### src/rtl/store_uart_pkg.sv
// store_uart_pkg: FSM state type and default addresses for store_uart_tx.
// STORE_UART_TX_PARITY_EN adds the PARITY state.
package store_uart_pkg;
   localparam logic [31:0] TX_ADDR_DEF = 32'h0000_FFF8;
   localparam logic [31:0] CTRL_ADDR_DEF = 32'h0000_FFFC;
   localparam int DATA_BITS = 8;
`ifdef STORE_UART_TX_PARITY_EN
   typedef enum logic [2:0] {IDLE, START, DATA, PARITY, STOP} uart_state_t;
`else
   typedef enum logic [1:0] {IDLE, START, DATA, STOP} uart_state_t;
`endif
endpackage

### src/rtl/store_uart_tx_fifo.sv
// tx_byte_fifo: synchronous byte FIFO with count; pointers wrap naturally (power-of-two depth).
module tx_byte_fifo #(
   parameter int DEPTH = 8,
   localparam int AW = $clog2(DEPTH),
   localparam int CW = AW + 1
) (
   input  logic          clk,
   input  logic          reset,
   input  logic          push,
   input  logic          pop,
   input  logic [7:0]    wdata,
   output logic [7:0]    rdata,
   output logic          full,
   output logic          empty,
   output logic [CW-1:0] count
);
   logic [7:0] mem [DEPTH];
   logic [AW-1:0] wptr, rptr;
   logic wr, rd;
   assign full = count == CW'(DEPTH);
   assign empty = count == '0;
   assign wr = push && !full;
   assign rd = pop && !empty;
   assign rdata = mem[rptr];
   always_ff @(posedge clk)
      if (wr) mem[wptr] <= wdata;
   always_ff @(posedge clk) begin
      if (reset) begin
         wptr <= '0;
         rptr <= '0;
         count <= '0;
      end else begin
         wptr <= wptr + AW'(wr);
         rptr <= rptr + AW'(rd);
         count <= count + CW'(wr) - CW'(rd);
      end
   end
endmodule

### src/rtl/store_uart_tx.sv
// store_uart_tx: store-mapped UART transmitter (8N1, LSB first) fed by a byte FIFO.
// Define STORE_UART_TX_PARITY_EN to add an even-parity bit before STOP.
module store_uart_tx
   import store_uart_pkg::*;
#(
   parameter logic [31:0] TX_ADDR = TX_ADDR_DEF,
   parameter logic [31:0] CTRL_ADDR = CTRL_ADDR_DEF,
   parameter int CLKS_PER_BIT = 16,
   parameter int FIFO_DEPTH = 8
) (
   input  logic        clk,
   input  logic        reset,
   input  logic        memwrite,
   input  logic [31:0] aluresult,
   input  logic [31:0] writedata,
   output logic        tx,
   output logic        busy,
   output logic        fifo_full,
   output logic        overflow
);
   localparam int BW = $clog2(CLKS_PER_BIT);
   localparam int CW = $clog2(FIFO_DEPTH) + 1;
   localparam logic [BW-1:0] BAUD_LAST = BW'(CLKS_PER_BIT - 1);
   localparam logic [2:0] BIT_LAST = 3'(DATA_BITS - 1);
   uart_state_t state;
   logic [BW-1:0] baud;
   logic [2:0] bit_cnt;
   logic [7:0] shift, head;
   logic [CW-1:0] count;
   logic empty, tx_hit, push, pop, clr, last, unused;
`ifdef STORE_UART_TX_PARITY_EN
   logic par;
`endif
   assign tx_hit = memwrite && aluresult == TX_ADDR;
   assign clr = memwrite && aluresult == CTRL_ADDR && writedata[0];
   assign push = tx_hit && !fifo_full;
   assign pop = state == IDLE && !empty;
   assign last = baud == BAUD_LAST;
   assign busy = state != IDLE || count != '0;
   assign unused = ^writedata[31:8];
   tx_byte_fifo #(.DEPTH(FIFO_DEPTH)) u_fifo (
      .clk(clk), .reset(reset), .push(push), .pop(pop), .wdata(writedata[7:0]),
      .rdata(head), .full(fifo_full), .empty(empty), .count(count)
   );
   // a dropped store sets the flag even if a clear arrives the same cycle
   always_ff @(posedge clk) begin
      if (reset) overflow <= 1'b0;
      else if (tx_hit && fifo_full) overflow <= 1'b1;
      else if (clr) overflow <= 1'b0;
   end
   always_ff @(posedge clk) begin
      if (reset) begin
         state <= IDLE;
         baud <= '0;
         bit_cnt <= '0;
         shift <= '0;
         tx <= 1'b1;
      end else begin
         baud <= (state == IDLE || last) ? '0 : baud + BW'(1);
         case (state)
            IDLE: if (pop) begin
               state <= START;
               shift <= head;
               tx <= 1'b0;
`ifdef STORE_UART_TX_PARITY_EN
               par <= ^head;
`endif
            end
            START: if (last) begin
               state <= DATA;
               tx <= shift[0];
               bit_cnt <= '0;
            end
            DATA: if (last) begin
               if (bit_cnt == BIT_LAST) begin
`ifdef STORE_UART_TX_PARITY_EN
                  state <= PARITY;
                  tx <= par;
`else
                  state <= STOP;
                  tx <= 1'b1;
`endif
               end else begin
                  shift <= shift >> 1;
                  tx <= shift[1];
                  bit_cnt <= bit_cnt + 3'd1;
               end
            end
`ifdef STORE_UART_TX_PARITY_EN
            PARITY: if (last) begin
               state <= STOP;
               tx <= 1'b1;
            end
`endif
            STOP: if (last) state <= IDLE;
            default: state <= IDLE;
         endcase
      end
   end
endmodule
### config.mk
export PLATFORM = sky130hd
export DESIGN_NAME = store_uart_tx
export DESIGN_NICKNAME = d
export VERILOG_FILES = /design/src/rtl/store_uart_pkg.sv /design/src/rtl/store_uart_tx_fifo.sv /design/src/rtl/store_uart_tx.sv
export SDC_FILE = /design/constraint.sdc
export NUM_CORES = 1
export LEC_CHECK = 0
export BUFFER_PORTS_ARGS = -buffer_cell sky130_fd_sc_hd__buf_2
export CAP_MARGIN = 5
export CORE_ASPECT_RATIO = 0.8
export CORE_UTILIZATION = 30
export DETAILED_ROUTE_END_ITERATION = 7
export GPL_TIMING_DRIVEN = 0
export HOLD_SLACK_MARGIN = 0.1
export PLACE_DENSITY = 0.5
export SYNTH_ARGS = -nofsm -noshare
export SYNTH_HDL_FRONTEND = slang
export SYNTH_HIERARCHICAL = 1
export SYNTH_SLANG_ARGS = --single-unit
### constraint.sdc
create_clock -name clk -period 4 [get_ports clk]
set_clock_uncertainty 0.15 [all_clocks]
set_input_delay 0.8 -clock clk [delete_from_list [all_inputs] [get_ports clk]]
set_output_delay 0.8 -clock clk [all_outputs]
set_load 0.02 [all_outputs]
== Word level (Yosys, flattened, before mapping) ==
Memories as Yosys holds them, arrays and structs flattened. A register that Yosys moved wholly into a read port is not among the register bits.
Cells that the tools add are included.

* Input port bits: 67
* Latch bits: 0
* Bits in registers: 29
* ROM bits: 0
* Memories: 1
* Output and inout bits: 4
* Bits in writable memories: 64

* Magnitude comparators: 0
* Shift operators: 0
* Div/mod/pow operators: 0
* Reductions and logical operators: 25
* Equal/unequal tests: 14
* Mux-type cells: 24
* Bitwise logic cells: 0
* Multipliers: 0
* Add/sub/neg operators: 6

{| class="wikitable"
|+ Memories
! memory !! depth !! bits a word !! rd ports !! clocked after Yosys merged registers in !! wr ports !! RTL line !! text
|-
| u_fifo.mem || 8 || 8 || 1 || 1 || 1 || store_uart_tx_fifo.sv:17 || <nowiki>logic [7:0] mem [DEPTH];</nowiki>
|}

{| class="wikitable"
|+ Operator list
! operator !! count
|-
| 32-bit by 16-bit == test with 1-bit output, second input constant || 2
|-
| 8-bit 2-to-1 mux || 3
|-
| 8-bit one-hot mux with 2 select lines || 1
|-
| 3-bit 2-to-1 mux || 4
|-
| 4-bit AND reduction || 3
|-
| 2-bit 2-to-1 mux || 5
|-
| 2-bit inequality test, second input constant || 5
|-
| 4-bit == test, second input constant || 2
|-
| 1-bit logical AND || 8
|-
| 1-bit 2-to-1 mux || 8
|-
| 2-bit one-hot mux with 4 select lines || 1
|-
| 2-bit nonzero test || 4
|-
| 3-bit by 1-bit adder with 3-bit output || 2
|-
| 3-bit one-hot mux with 2 select lines || 1
|-
| 5-bit AND reduction || 1
|-
| 4-bit by 1-bit adder with 4-bit output || 1
|-
| 4-bit by 1-bit adder with 4-bit output, second input constant || 1
|-
| 2-bit == test, second input constant || 2
|-
| 4-bit logical NOT || 1
|-
| 4-bit nonzero test || 1
|-
| 4-bit by 1-bit subtractor with 4-bit output || 1
|-
| 3-bit by 1-bit adder with 3-bit output, second input constant || 1
|-
| 3-bit == test, second input constant || 1
|-
| 1-bit one-hot mux with 3 select lines || 1
|-
| 7 further kinds || 9
|}

== Longest topological paths before layout ==
* Depth in word-level cells: 6
* Gate-level depth with buffers: 12
* Mapped depth without buffers: 12

== Modules after synthesis ==
Netlist, hierarchy kept.

{| class="wikitable"
|+ Modules (own cells, without submodules)
! module !! cells an instance !! area an instance (um^2) !! times used
|-
| tx_byte_fifo || 157 || 3044.2 || 1
|-
| store_uart_tx || 127 || 1187.4 || 1
|}

== Worst setup path after synthesis ==
Ideal clock, no wire load.

* Path kind: input to register
* From: input port aluresult[17]
* To: register u_fifo.count[2]
* Required time: 3722 ps
* Data arrival time: 2933 ps
* Slack: 790 ps
* Cell stages on the path: 11
* Cell sequence: or4_1 -> nor2_1 -> nand3_1 -> nor3_1 -> nand2_1 -> ha_1 -> inv_1 -> ha_1 -> fa_1 -> xnor2_1 -> nor2_1

* Longest elaborated chain between the ends: 6

{| class="wikitable"
|+ Ends and longest elaborated chain
! what !! RTL line !! text
|-
| start: declaration || store_uart_tx.sv:14 || <nowiki>input logic [31:0] aluresult,</nowiki>
|-
| 32-bit by 16-bit == test with 1-bit output || store_uart_tx.sv:34 || <nowiki>assign tx_hit = memwrite && aluresult == TX_ADDR;</nowiki>
|-
| 1-bit logical AND || store_uart_tx.sv:34 ||
|-
| 1-bit logical AND || store_uart_tx.sv:36 || <nowiki>assign push = tx_hit && !fifo_full;</nowiki>
|-
| named net push || store_uart_tx.sv:30 || <nowiki>logic empty, tx_hit, push, pop, clr, last, unused;</nowiki>
|-
| 1-bit logical AND || store_uart_tx_fifo.sv:22 || <nowiki>assign wr = push && !full;</nowiki>
|-
| 4-bit by 1-bit adder with 4-bit output || store_uart_tx_fifo.sv:35 || <nowiki>count <= count + CW'(wr) - CW'(rd);</nowiki>
|-
| 4-bit by 1-bit subtractor with 4-bit output || store_uart_tx_fifo.sv:35 ||
|-
| end signal: assignment || store_uart_tx_fifo.sv:35 ||
|-
| end: declaration || store_uart_tx_fifo.sv:15 || <nowiki>output logic [CW-1:0] count</nowiki>
|}

The timed path passes the listed nets, and every way through them passes these cells.
A chain may end at the register's enable or synchronous reset.

== Worst setup path in the final report ==
Ends and elaborated chain as after synthesis.

==> impl_metrics.tcl <==
set metrics [dict create \
    status "finished clean" \
    top_layer_used "met4" \
    startpoint "aluresult[17]" \
    grt_util_all_layers_pct 12.3 \
    worstReg2RegStart "u_fifo/count[2]$_SDFF_PP0_" \
    syn_area_um2 4230 \
    synthSimpleGateAreaFrac_pct 8.81 \
    worstPathMaxFanout 3 \
    antenna_left 0 \
    synth_top_family_by_area "multiplexers" \
    wl_met1_um 4100 \
    wire_per_inst_um 15.8 \
    tightest_slew_ns 0.971 \
    die_y_um 108 \
    firstDrtPassIters 4 \
    max_freq_ghz 0.312 \
    ir_worst_vdd_mv 0.269 \
    synthTopCellsByArea "edfxtp_1, dfxtp_1, mux4_1, ha_1, a311oi_2" \
    finalHoldViolations 0 \
    end_kind "register" \
    antenna_cells 0 \
    wl_met3_um 205 \
    grt_pass1_wl_um 13100 \
    tritoncts "built" \
    synthArstFlopShare_pct 0 \
    nFillCells 1283 \
    synthAdderAreaFrac_pct 5.80 \
    die_w_um 135 \
    fin_nets 427 \
    cap_viol_max_count 0 \
    wirelength_um 8330 \
    drt_iter0_markers 120 \
    path_clk_slew_ns 0.07 \
    die_area_um2 14600 \
    ys_ff_latch 93 \
    vias_per_cell 4.70 \
    dp.cells 510 \
    dp_hpwl_um 5610 \
    tns_ns 0 \
    core-area_um2 13600 \
    timing.final.crit_share_pct 80.0 \
    drc_errors 0 \
    synth_xor_area_share_pct 1.03 \
    hold_path.startpoint "baud[0]$_SDFF_PP0_" \
    yosys.area.top_type_share_pct 45.4 \
    cts_hold_buffers 0 \
    cts-root-buf "clkbuf_16" \
    cts_num_sinks 93 \
    worstSetupPathType "input port to register" \
    clkLatencyLatePin_ns 0.34 \
    syn_area_per_cell_um2 14.9 \
    instances_no_fill 526 \
    slew_headroom_pct 35.0 \
    dr_total_vias 2470 \
    area_growth_pct 19.2 \
    gp_congestion 0.705 \
    drive_gt1_share_pct 26.9 \
    yosysSeqAreaShare_pct 59.1 \
    rsz0062_at_grt "false" \
    crit_path_start_kind "input port" \
    synth_cell_type_count 49 \
    synth.net_count 370 \
    cts_buffers 9 \
    syn-instance-count 284 \
    synth_most_common_cell "edfxtp_1" \
    cts_buffer_depth 2 \
    finalMaxSlewViolations 0 \
    synth_edf_count 64 \
    antenna_found_initial 0 \
    cts_setup_buffers 0 \
    yosysTopAreaCell "edfxtp_1" \
    period_minus_slack_ns 3.20 \
    holdCritPathClass "register to register" \
    ctsResizeCount 0 \
    ys_warn_count 6 \
    arrival_ns 3.25 \
    rows 38 \
    leakage_nw 1.83 \
    met2_length_um 3960 \
    portBuffers 46 \
    cts_max_level 3 \
    start_util_pct 31.0 \
    grt_max_degree 18 \
    synth_mux_area_share_pct 14.3 \
    required_ns 4.05 \
    grt_pass1_vias 2443 \
    setup_violations 0 \
    power_density_nw_per_um2 608 \
    num_io_pins 71 \
    overflow 0 \
    ys_top_cells_by_count "edfxtp_1, dfxtp_1, nor2_1" \
    synth_compound_area_share_pct 7.54 \
    ys.flop_type "edfxtp_1" \
]
-- critical path: stages --
cell	delay (ns)
buf_2	0.09
or4_1	0.51
nor2_1	0.16
nand3_1	0.12
nor3_1	0.27
nand2_1	0.15
ha_1	0.30
inv_1	0.04
ha_1	0.20
fa_1	0.38
xnor2_1	0.16
nor2_1	0.05
-- cell families (layout without fill, tap and decap cells) --
| logic type | Yosys count | after routing |
|---|---|---|
| AOI/OAI and AO/OA | 38 | 38 |
| DFF | 93 | 93 |
| xor gates and xnor gates | 5 | 5 |
| buffers and inverters | 25 | 87 |
| adders and majority gates | 19 | 19 |
| and+or+nand+nor | 71 | 71 |
| muxes | 33 | 33 |
-- per-stage QoR --
| step | utilization, % | total power, mW | hold WS (ns) | setup slack, ns | cell area (um^2) |
|---|---|---|---|---|---|
| finish | 37.0 | 3.06 | 0.315 | 0.799 | 5040 |
| global route | 37.0 | 3.24 | 0.346 | 0.628 | 5040 |
| CTS | 37.0 | 3.09 | 0.310 | 0.775 | 5040 |
| detailed placement | 34.4 | 2.10 | 0.299 | 0.388 | 4700 |
| global placement | 34.3 | 2.09 | 0.283 | -0.0454 | 4690 |
| floorplan | - | 1.89 | 0.267 | 0.790 | 4230 |
-- power breakdown --
part,switching [mW],total (mW),internal (mW)
Combinational,0.490,0.908,0.418
Sequential,0.0578,1.17,1.11
Clock,0.369,0.987,0.618
-- placed cells by master (no fill, tap or decap), drive strengths merged, types with 2 or more instances in the layout --
| cell | n |
|---|---|
| nor4 | 2 |
| nand2 | 11 |
| clkbuf | 15 |
| nand3 | 5 |
| dfxtp | 29 |
| a41o | 2 |
| or4 | 4 |
| edfxtp | 64 |
| a22oi | 3 |
| o21ai | 3 |
| mux4 | 16 |
| a21oi | 13 |
| nand2b | 3 |
| ha | 18 |
| nand4 | 4 |
| buf | 54 |
| bufinv | 3 |
| o2111ai | 2 |
| o21a | 2 |
| a311oi | 7 |
| mux2 | 10 |
| nor3 | 4 |
| nor2 | 22 |
| nor2b | 8 |
| inv | 15 |
| mux2i | 7 |
| xnor2 | 4 |
-- sequential cells by signal, indices dropped and copies added (netlist names) --
signal        flops
tx                1
u_fifo/wptr       3
baud              4
state             2
bit_cnt           3
u_fifo/mem       64
overflow          1
shift             8
u_fifo/rptr       3
u_fifo/count      4
-- metal layers --
layer | track usage (%) | vias up
met5 | 0 | -
li1 | - | 1223
met2 | 19.1 | 27
met3 | 3.33 | 5
met4 | 3.85 | 0
met1 | 16.6 | 1215
-- final timing paths --
| kind | endpoint | slack [ns] | cells past startpoint |
|---|---|---|---|
| hold reg to reg | baud[0]$_SDFF_PP0_ | 0.32 | 1 |
| setup reg to reg | u_fifo/count[2]$_SDFF_PP0_ | 1.22 | 12 |
| hold / removal | baud[0]$_SDFF_PP0_ | 0.32 | 1 |
| setup / recovery | u_fifo/count[2]$_SDFF_PP0_ | 0.80 | 12 |
-- cell type report --
class | instances | area, um^2 | area share, %
sequential | 93 | 2500 | 49.6
multi-input combinational | 166 | 1590 | 31.6
timing repair buffer | 46 | 230 | 4.57
clock buffer | 10 | 229 | 4.54
tap | 180 | 225 | 4.47
clock inverter | 6 | 116 | 2.31
buffer | 13 | 100 | 1.99
inverter | 12 | 45.0 | 0.893
Power figures use the tool's default switching activity.
